$ cat src/rtl/fft_bfly_pipe_if.sv
// Handshake and data bundle for the pipelined radix-2 butterfly.
// The DUT uses the slave modport; the upstream/downstream side uses master.
interface fft_bfly_pipe_if #(
  parameter int DW   = 16,
  parameter int TW   = 16,
  parameter int TAGW = 8
);
  logic            in_valid;
  logic            in_ready;
  logic [2*DW-1:0] a_i;
  logic [2*DW-1:0] b_i;
  logic [2*TW-1:0] w_i;
  logic            scale_i;
  logic [TAGW-1:0] tag_i;
  logic            out_valid;
  logic            out_ready;
  logic [2*DW-1:0] y_o;
  logic [2*DW-1:0] z_o;
  logic [TAGW-1:0] tag_o;
  logic            ovf_o;
  logic            ovf_clr;

  modport master (
    output in_valid, a_i, b_i, w_i, scale_i, tag_i, out_ready, ovf_clr,
    input  in_ready, out_valid, y_o, z_o, tag_o, ovf_o
  );

  modport slave (
    input  in_valid, a_i, b_i, w_i, scale_i, tag_i, out_ready, ovf_clr,
    output in_ready, out_valid, y_o, z_o, tag_o, ovf_o
  );
endinterface

$ cat src/rtl/fft_bfly_pipe.sv
// 3-stage radix-2 DIT butterfly: Y = A + B*w, Z = A - B*w, with scaling and saturation.
// Define BFLY_ROUND_EN to make both right shifts round half-up instead of truncating.
module fft_bfly_pipe #(
  parameter int DW   = 16,
  parameter int TW   = 16,
  parameter int TAGW = 8
) (
  input  logic           Clk,
  input  logic           Rst,
  fft_bfly_pipe_if.slave bus
);

  localparam int PW = DW + TW;   // full product width
  localparam int SW = DW + 2;    // aligned B*w width
  localparam int RW = DW + 3;    // sum/difference width

`ifdef BFLY_ROUND_EN
  localparam logic RND = 1'b1;
`else
  localparam logic RND = 1'b0;
`endif

  logic adv;
  logic v1, v2, v3;

  logic signed [PW-1:0] brx, bix, wrx, wix;
  logic signed [PW-1:0] p_rr, p_ii, p_ri, p_ir;
  logic [2*DW-1:0]      a1, a2;
  logic                 sc1, sc2;
  logic [TAGW-1:0]      tag1, tag2, tag3;

  logic [PW:0]          bwr_full, bwi_full;
  logic [SW-1:0]        bwr2, bwi2;

  logic [DW:0]          fyr, fyi, fzr, fzi;
  logic                 sat_any;
  logic [2*DW-1:0]      y3, z3;
  logic                 ovf;

  assign adv          = bus.out_ready | ~v3;
  assign bus.in_ready = adv;

  // Operands sign-extended to product width so the multiplies are full precision.
  assign brx = $signed({{TW{bus.b_i[2*DW-1]}}, bus.b_i[2*DW-1:DW]});
  assign bix = $signed({{TW{bus.b_i[DW-1]}},   bus.b_i[DW-1:0]});
  assign wrx = $signed({{DW{bus.w_i[2*TW-1]}}, bus.w_i[2*TW-1:TW]});
  assign wix = $signed({{DW{bus.w_i[TW-1]}},   bus.w_i[TW-1:0]});

  assign bwr_full = {p_rr[PW-1], p_rr} - {p_ii[PW-1], p_ii};
  assign bwi_full = {p_ri[PW-1], p_ri} + {p_ir[PW-1], p_ir};

  // Shift Q1.(TW-1) scaled product back to A's format.
  function automatic logic [SW-1:0] align(input logic [PW:0] x);
    logic [PW+1:0] t;
    t = {x[PW], x} + ((PW+2)'(RND) << (TW-2));
    return t[PW:TW-1];
  endfunction

  // Returns {saturated, result} for A +/- Bw with optional halving.
  function automatic logic [DW:0] sum_sat(input logic [DW-1:0] a,
                                          input logic [SW-1:0] bw,
                                          input logic          sub,
                                          input logic          sc);
    logic [RW-1:0] ae, be, s, t, r;
    ae = {{3{a[DW-1]}}, a};
    be = {bw[SW-1], bw};
    s  = sub ? (ae - be) : (ae + be);
    t  = s + RW'(RND);
    r  = sc ? {t[RW-1], t[RW-1:1]} : s;
    if (r[RW-1:DW-1] == '0 || r[RW-1:DW-1] == '1)
      return {1'b0, r[DW-1:0]};
    else if (r[RW-1])
      return {1'b1, 1'b1, {(DW-1){1'b0}}};
    else
      return {1'b1, 1'b0, {(DW-1){1'b1}}};
  endfunction

  assign fyr = sum_sat(a2[2*DW-1:DW], bwr2, 1'b0, sc2);
  assign fyi = sum_sat(a2[DW-1:0],    bwi2, 1'b0, sc2);
  assign fzr = sum_sat(a2[2*DW-1:DW], bwr2, 1'b1, sc2);
  assign fzi = sum_sat(a2[DW-1:0],    bwi2, 1'b1, sc2);

  assign sat_any = v2 & (fyr[DW] | fyi[DW] | fzr[DW] | fzi[DW]);

  always_ff @(posedge Clk or posedge Rst) begin
    if (Rst) begin
      v1   <= 1'b0;
      v2   <= 1'b0;
      v3   <= 1'b0;
      p_rr <= '0;
      p_ii <= '0;
      p_ri <= '0;
      p_ir <= '0;
      a1   <= '0;
      a2   <= '0;
      sc1  <= 1'b0;
      sc2  <= 1'b0;
      tag1 <= '0;
      tag2 <= '0;
      tag3 <= '0;
      bwr2 <= '0;
      bwi2 <= '0;
      y3   <= '0;
      z3   <= '0;
      ovf  <= 1'b0;
    end else begin
      if (adv) begin
        v1   <= bus.in_valid;
        p_rr <= brx * wrx;
        p_ii <= bix * wix;
        p_ri <= brx * wix;
        p_ir <= bix * wrx;
        a1   <= bus.a_i;
        sc1  <= bus.scale_i;
        tag1 <= bus.tag_i;

        v2   <= v1;
        bwr2 <= align(bwr_full);
        bwi2 <= align(bwi_full);
        a2   <= a1;
        sc2  <= sc1;
        tag2 <= tag1;

        v3   <= v2;
        y3   <= {fyr[DW-1:0], fyi[DW-1:0]};
        z3   <= {fzr[DW-1:0], fzi[DW-1:0]};
        tag3 <= tag2;
      end
      // A saturating result being loaded overrides a clear request.
      if (adv && sat_any)
        ovf <= 1'b1;
      else if (bus.ovf_clr)
        ovf <= 1'b0;
    end
  end

  assign bus.out_valid = v3;
  assign bus.y_o       = y3;
  assign bus.z_o       = z3;
  assign bus.tag_o     = tag3;
  assign bus.ovf_o     = ovf;

endmodule

$ cat src/flat_wrapper.sv
// flat-port wrapper written by rule: the top's interface ports become plain ports
module fft_bfly_pipe_flat 
#(
  parameter int DW   = 16,
  parameter int TW   = 16,
  parameter int TAGW = 8
)
  (Clk, Rst, bus_in_valid, bus_a_i, bus_b_i, bus_w_i, bus_scale_i, bus_tag_i, bus_out_ready, bus_ovf_clr, bus_in_ready, bus_out_valid, bus_y_o, bus_z_o, bus_tag_o, bus_ovf_o);
  fft_bfly_pipe_if #(.DW(DW), .TW(TW), .TAGW(TAGW)) bus_i ();
  input  logic Clk;
  input  logic Rst;
  input wire logic [$bits(bus_i.in_valid)-1:0] bus_in_valid;
  input wire logic [$bits(bus_i.a_i)-1:0] bus_a_i;
  input wire logic [$bits(bus_i.b_i)-1:0] bus_b_i;
  input wire logic [$bits(bus_i.w_i)-1:0] bus_w_i;
  input wire logic [$bits(bus_i.scale_i)-1:0] bus_scale_i;
  input wire logic [$bits(bus_i.tag_i)-1:0] bus_tag_i;
  input wire logic [$bits(bus_i.out_ready)-1:0] bus_out_ready;
  input wire logic [$bits(bus_i.ovf_clr)-1:0] bus_ovf_clr;
  output wire logic [$bits(bus_i.in_ready)-1:0] bus_in_ready;
  output wire logic [$bits(bus_i.out_valid)-1:0] bus_out_valid;
  output wire logic [$bits(bus_i.y_o)-1:0] bus_y_o;
  output wire logic [$bits(bus_i.z_o)-1:0] bus_z_o;
  output wire logic [$bits(bus_i.tag_o)-1:0] bus_tag_o;
  output wire logic [$bits(bus_i.ovf_o)-1:0] bus_ovf_o;
  assign bus_i.in_valid = bus_in_valid;
  assign bus_i.a_i = bus_a_i;
  assign bus_i.b_i = bus_b_i;
  assign bus_i.w_i = bus_w_i;
  assign bus_i.scale_i = bus_scale_i;
  assign bus_i.tag_i = bus_tag_i;
  assign bus_i.out_ready = bus_out_ready;
  assign bus_i.ovf_clr = bus_ovf_clr;
  assign bus_in_ready = bus_i.in_ready;
  assign bus_out_valid = bus_i.out_valid;
  assign bus_y_o = bus_i.y_o;
  assign bus_z_o = bus_i.z_o;
  assign bus_tag_o = bus_i.tag_o;
  assign bus_ovf_o = bus_i.ovf_o;
  fft_bfly_pipe #(.DW(DW), .TW(TW), .TAGW(TAGW)) u_core (.Clk(Clk), .Rst(Rst), .bus(bus_i));
endmodule
$ cat config.mk
export PLATFORM = sky130hd
export DESIGN_NAME = fft_bfly_pipe_flat
export DESIGN_NICKNAME = d
export VERILOG_FILES = /design/src/rtl/fft_bfly_pipe_if.sv /design/src/rtl/fft_bfly_pipe.sv /design/src/flat_wrapper.sv
export SDC_FILE = /design/constraint.sdc
export NUM_CORES = 2
export LEC_CHECK = 0
export BUFFER_PORTS_ARGS = -buffer_cell sky130_fd_sc_hd__buf_4
export CAP_MARGIN = 10
export CORE_MARGIN = 5
export CORE_UTILIZATION = 60
export CTS_CLUSTER_DIAMETER = 60
export DETAILED_ROUTE_END_ITERATION = 12
export GPL_TIMING_DRIVEN = 0
export HOLD_SLACK_MARGIN = 0.12
export PLACE_DENSITY = 0.8
export SLEW_MARGIN = 20
export SYNTH_ARGS = -nofsm -noshare
export SYNTH_HDL_FRONTEND = slang
export SYNTH_SLANG_ARGS = --single-unit
$ cat constraint.sdc
create_clock -name Clk -period 28.2 [get_ports Clk]
set_input_delay 1.41 -clock Clk [delete_from_list [all_inputs] [get_ports Clk]]
set_output_delay 1.41 -clock Clk [all_outputs]
set_load 0.03 [all_outputs]
==> results.txt <==
----------------------------------------------------
[Layout]
  Filler instances ... about 8000
  Fraction of final layout cells sized beyond drive strength 1 ... 4.55%
  Relative area change from synthesis to final layout ... 7.23%
  Post-layout net count ... around 8200

[Logic synthesis]
  Share of synthesized area occupied by flip-flops and latches ... approximately 14%
  EDFF count, synth ... 0
  Syn nets ... around 8000
  Fraction of synthesis flops using an asynchronous set or reset pin ... 100%
  #FFs+latches synth ... 322
  Area fraction of the dominant cell type after synthesis ... 37.0%
  Cell count after synthesis ... ~6400
  Number of distinct library cell variants in the gate-level netlist after synthesis ... 87
  Most used flip-flop cell after synthesis ... sky130_fd_sc_hd__dfrtp_1
  Leading area contributor after synthesis ... sky130_fd_sc_hd__fa_1
  Top cells by area, synth ... sky130_fd_sc_hd__fa_1 37%, sky130_fd_sc_hd__dfrtp_1 14%, sky130_fd_sc_hd__ha_1 10%, sky130_fd_sc_hd__inv_1 8.2%, sky130_fd_sc_hd__nand2_1 6.5%
  Average cell area after synthesis ... between 8 and 9 sq um
  Synth warnings ... 0
  Post-Synthesis Cell Area ... around 0.057 sq mm

[Placed design]
  Number of input and output port buffers inserted ... between 150 and 200
  Final HPWL DP ... roughly 150000 microns
  Final weighted congestion in routability-driven placement ... 0.985

[Global route]
  Number of global-route vias before repair ... 47700
  Global router's overall resource usage ... between 30% and 40%
  Gr ovfl total ... 0
  Maximum number of pins on one net before global-route repair ... around 110
  Global-route wire length before repair ... 276000 microns
  Antenna violations before repair ... 29

[Hold path]
  Worst min-delay path class ... flip-flop to flip-flop
  Hold Crit Start ... u_core.tag1[2]

[Drt]
  Routed WL ... about 180000 microns
  Vias ... 45100
  Number of remaining DRC errors ... 0
  Number of DRC violations after detailed-routing iteration 0 ... 3968
  Number of detailed-routing iterations run before antenna repair ... 5
  Number of routed nets with antenna violations ... 0
  Routed length per instance ... approximately 23 microns
  DR vias/cell ... between 5 and 6

[STA]
  RSZ-0062 raised after global routing ... no
  Total Neg Setup Slack ... 0 ns
  Pin slew with the least headroom to its limit ... 1.23 ns
  Clock period minus worst slack ... slightly below 10 ns
  Tcrit/Tclk final ... 35.1%
  Final setup violation count ... 0
  Fin. max-slew vios ... 0
  Final number of hold-violating endpoints ... 0
  Worst clock skew ... about 0.019 ns
  Relative max-transition margin ... a little under a fifth
  Fmax ... around 100 MHz

[Clocking]
  CTS tree ... done
  Root buffer selected by CTS ... sky130_fd_sc_hd__clkbuf_16
  Number of hold-repair buffers added at the cts stage ... 0
  # Post-CTS Setup Buffers ... 0
  Number of levels the H-tree was split into ... 1
  Clock-pin slew reported for the worst setup and hold paths after clock tree synthesis ... 0.07 ns
  Worst-case clock buffer depth ... 3
  Skew-Pair Late Insertion Delay ... 0.60 ns
  Quantity of gates resized following cts ... 0
  # clock sinks ... 322
  Cts bufs inserted ... 30

[Worst setup path]
  Reg2Reg Launch Point ... u_core.bwi2[0]
  Kind of critical path ... primary input to flip-flop
  CP max FO ... 11
  Source of the critical timing path ... bus_w_i[15]
  Crit path capture type ... flip-flop
  Worst path slowest cell ... sky130_fd_sc_hd__buf_1
  CP Launch Type ... primary input
  Gate family responsible for the most delay along the worst path ... adder cells
  Critical path buffers and inverters ... 6
  Critical Path Max Stage Delay ... 0.90 ns
  Arrival time of the worst setup path ... 10.33 ns
  Most used cell along the critical path ... sky130_fd_sc_hd__fa_1
  Critical Path RT ... ~29 ns

[Floorplanning]
  Initial standard-cell utilization of the core ... roughly three fifths
  Die ar. ... approximately 0.10 sq mm
  Placement Rows ... ~110
  Height of the die ... about 320 microns
  Area of the core region ... between 0.09 and 0.1 sq mm
  Die X ... between 300 and 400 microns
  Boundary pin count ... approximately 190

[Run status]
  Result of the run ... complete, no violations

[Flow run]
  Max-cap check violation count ... 0

----------------------------------------------------
[worst paths after layout]
kind                       slack (ns)  depth (start not counted)                 to
setup / recovery                18.31                         25    u_core.p_ri[30]
hold / removal                   0.47                          2     u_core.tag1[2]
setup reg to reg                23.83                         14  u_core.bus.z_o[2]
hold reg to reg                  0.47                          2     u_core.tag1[2]
max in group asynchronous       26.14                          4      u_core.a1[30]
min in group asynchronous        0.79                          2       u_core.a1[9]
[logic make-up (layout without fill, tap and decap cells)]
| family | after synthesis | count (layout) | share of synthesized area [%] |
|---|---|---|---|
| AO/OA/AOI/OAI | 765 | 765 | 8.54 |
| XOR/XNOR | 223 | 223 | 3.43 |
| adder cells (fa/ha/maj) | 1514 | 1514 | 47.1 |
| buffers and inverters | 1555 | 1796 | 10.3 |
| flip-flops | 322 | 322 | 14.1 |
| multiplexers | 20 | 20 | 0.365 |
| other | 0 | 18 | 0 |
| AND/OR/NAND/NOR | 1975 | 1975 | 16.1 |
[worst register-to-register path: stages (launching register included)]
cell	delay, ns
sky130_fd_sc_hd__dfrtp_1	0.43
sky130_fd_sc_hd__ha_1	0.26
sky130_fd_sc_hd__fa_1	0.43
sky130_fd_sc_hd__nor2b_1	0.17
sky130_fd_sc_hd__o31a_1	0.20
sky130_fd_sc_hd__a21oi_1	0.15
sky130_fd_sc_hd__a31o_2	0.26
sky130_fd_sc_hd__o31ai_2	0.33
sky130_fd_sc_hd__a2111oi_0	0.16
sky130_fd_sc_hd__a21oi_1	0.60
sky130_fd_sc_hd__a21oi_1	0.16
sky130_fd_sc_hd__a22oi_2	0.50
sky130_fd_sc_hd__buf_2	0.31
sky130_fd_sc_hd__a211oi_1	0.07
sky130_fd_sc_hd__o31ai_1	0.23
[sequential cells by signal, summed over array words and instances, names as in the netlist]
name,flops
u_core.bus.ovf_o,1
u_core.bus.z_o,32
u_core.tag1,8
u_core.bus.out_valid,1
u_core.bwr2,18
u_core.p_rr,32
u_core.p_ii,32
u_core.p_ri,32
u_core.a1,32
u_core.bus.tag_o,8
u_core.p_ir,32
u_core.v1,1
u_core.sc2,1
u_core.v2,1
u_core.a2,32
u_core.bwi2,18
u_core.tag2,8
u_core.sc1,1
u_core.bus.y_o,32
[cells in the mapped netlist (all sizes together) (15+ instances only)]
master / n
nand2: 992
a31oi: 23
nor2b: 28
o21a: 29
and2: 502
o21ai: 171
o211ai: 29
clkbuf: 274
nand2b: 51
and3: 15
fa: 1052
a211oi: 37
ha: 462
nor3: 38
dfrtp: 322
nor2: 262
o31ai: 31
a21oi: 251
o21bai: 23
mux2i: 17
buf: 29
inv: 1252
xor2: 77
nand3: 38
a21o: 75
xnor2: 146
[area by class of cell]
type | instances | area, sq um | area share, %
Multi-Input combinational cell | 4497 | 43100 | 70.5
Sequential cell | 322 | 8060 | 13.2
Inverter | 1252 | 4710 | 7.70
Tap cell | 1265 | 1580 | 2.59
Timing Repair Buffer | 188 | 1480 | 2.42
Buffer | 303 | 1180 | 1.93
Clock buffer | 42 | 867 | 1.42
Clock inverter | 11 | 125 | 0.205
Antenna cell | 18 | 45.0 | 0.0737
[routing by layer]
| layer | wire length, microns | track usage (%) | vias to the layer above |
|---|---|---|---|
| met5 | 116 | 0 | - |
| met4 | 15900 | 24.2 | 18 |
| met3 | 18400 | 8.68 | 555 |
| met2 | 79300 | 55.6 | 2189 |
| met1 | 65800 | 44.6 | 22500 |
| li1 | - | - | 19800 |
[layout by cell type, fill, tap and decap left out, types with 7 or more instances in the layout]
cell                           n
sky130_fd_sc_hd__a211o_1       7
sky130_fd_sc_hd__a211oi_1     34
sky130_fd_sc_hd__a21boi_0      7
sky130_fd_sc_hd__a21o_1       75
sky130_fd_sc_hd__a21oi_1     250
sky130_fd_sc_hd__a22o_1        7
sky130_fd_sc_hd__a31o_2        7
sky130_fd_sc_hd__a31oi_1      22
sky130_fd_sc_hd__and2_1      502
sky130_fd_sc_hd__and3_1       15
sky130_fd_sc_hd__buf_1         8
sky130_fd_sc_hd__buf_2        17
sky130_fd_sc_hd__buf_4       185
sky130_fd_sc_hd__clkbuf_1    279
sky130_fd_sc_hd__clkbuf_16    31
sky130_fd_sc_hd__dfrtp_1     322
sky130_fd_sc_hd__diode_2      18
sky130_fd_sc_hd__fa_1       1052
sky130_fd_sc_hd__ha_1        462
sky130_fd_sc_hd__inv_1      1250
sky130_fd_sc_hd__mux2i_1      16
sky130_fd_sc_hd__nand2_1     992
sky130_fd_sc_hd__nand2b_1     51
sky130_fd_sc_hd__nand3_1      38
sky130_fd_sc_hd__nand4_1       9
sky130_fd_sc_hd__nor2_1      262
sky130_fd_sc_hd__nor2b_1      28
sky130_fd_sc_hd__nor3_1       37
sky130_fd_sc_hd__o211ai_1     29
sky130_fd_sc_hd__o21a_1       29
sky130_fd_sc_hd__o21ai_0     158
sky130_fd_sc_hd__o21ai_1      13
sky130_fd_sc_hd__o21bai_1     23
sky130_fd_sc_hd__o31ai_1      28
sky130_fd_sc_hd__or2_2         9
sky130_fd_sc_hd__or3_1         9
sky130_fd_sc_hd__xnor2_1     146
sky130_fd_sc_hd__xor2_1       77
[through the flow]
| step | hold WS, ns | instance area, sq um | cells | setup WS (ns) | util, % |
|---|---|---|---|---|---|
| after detailed placement | 0.455 | 60000 | 7826 | 18.07 | 63.5 |
| after global placement | 0.448 | 59900 | 7823 | 14.53 | 63.4 |
| after global routing | 0.483 | 61100 | 7883 | 18.18 | 64.6 |
| after CTS | 0.470 | 61000 | 7879 | 18.68 | 64.5 |
| final | 0.468 | 61100 | 7898 | 18.31 | 64.6 |
| after floorplan | 0.431 | 57000 | 6374 | 17.88 | - |
Power is not shown: default switching activity piles up to over one toggle a cycle in this logic, so the estimate is an artifact.
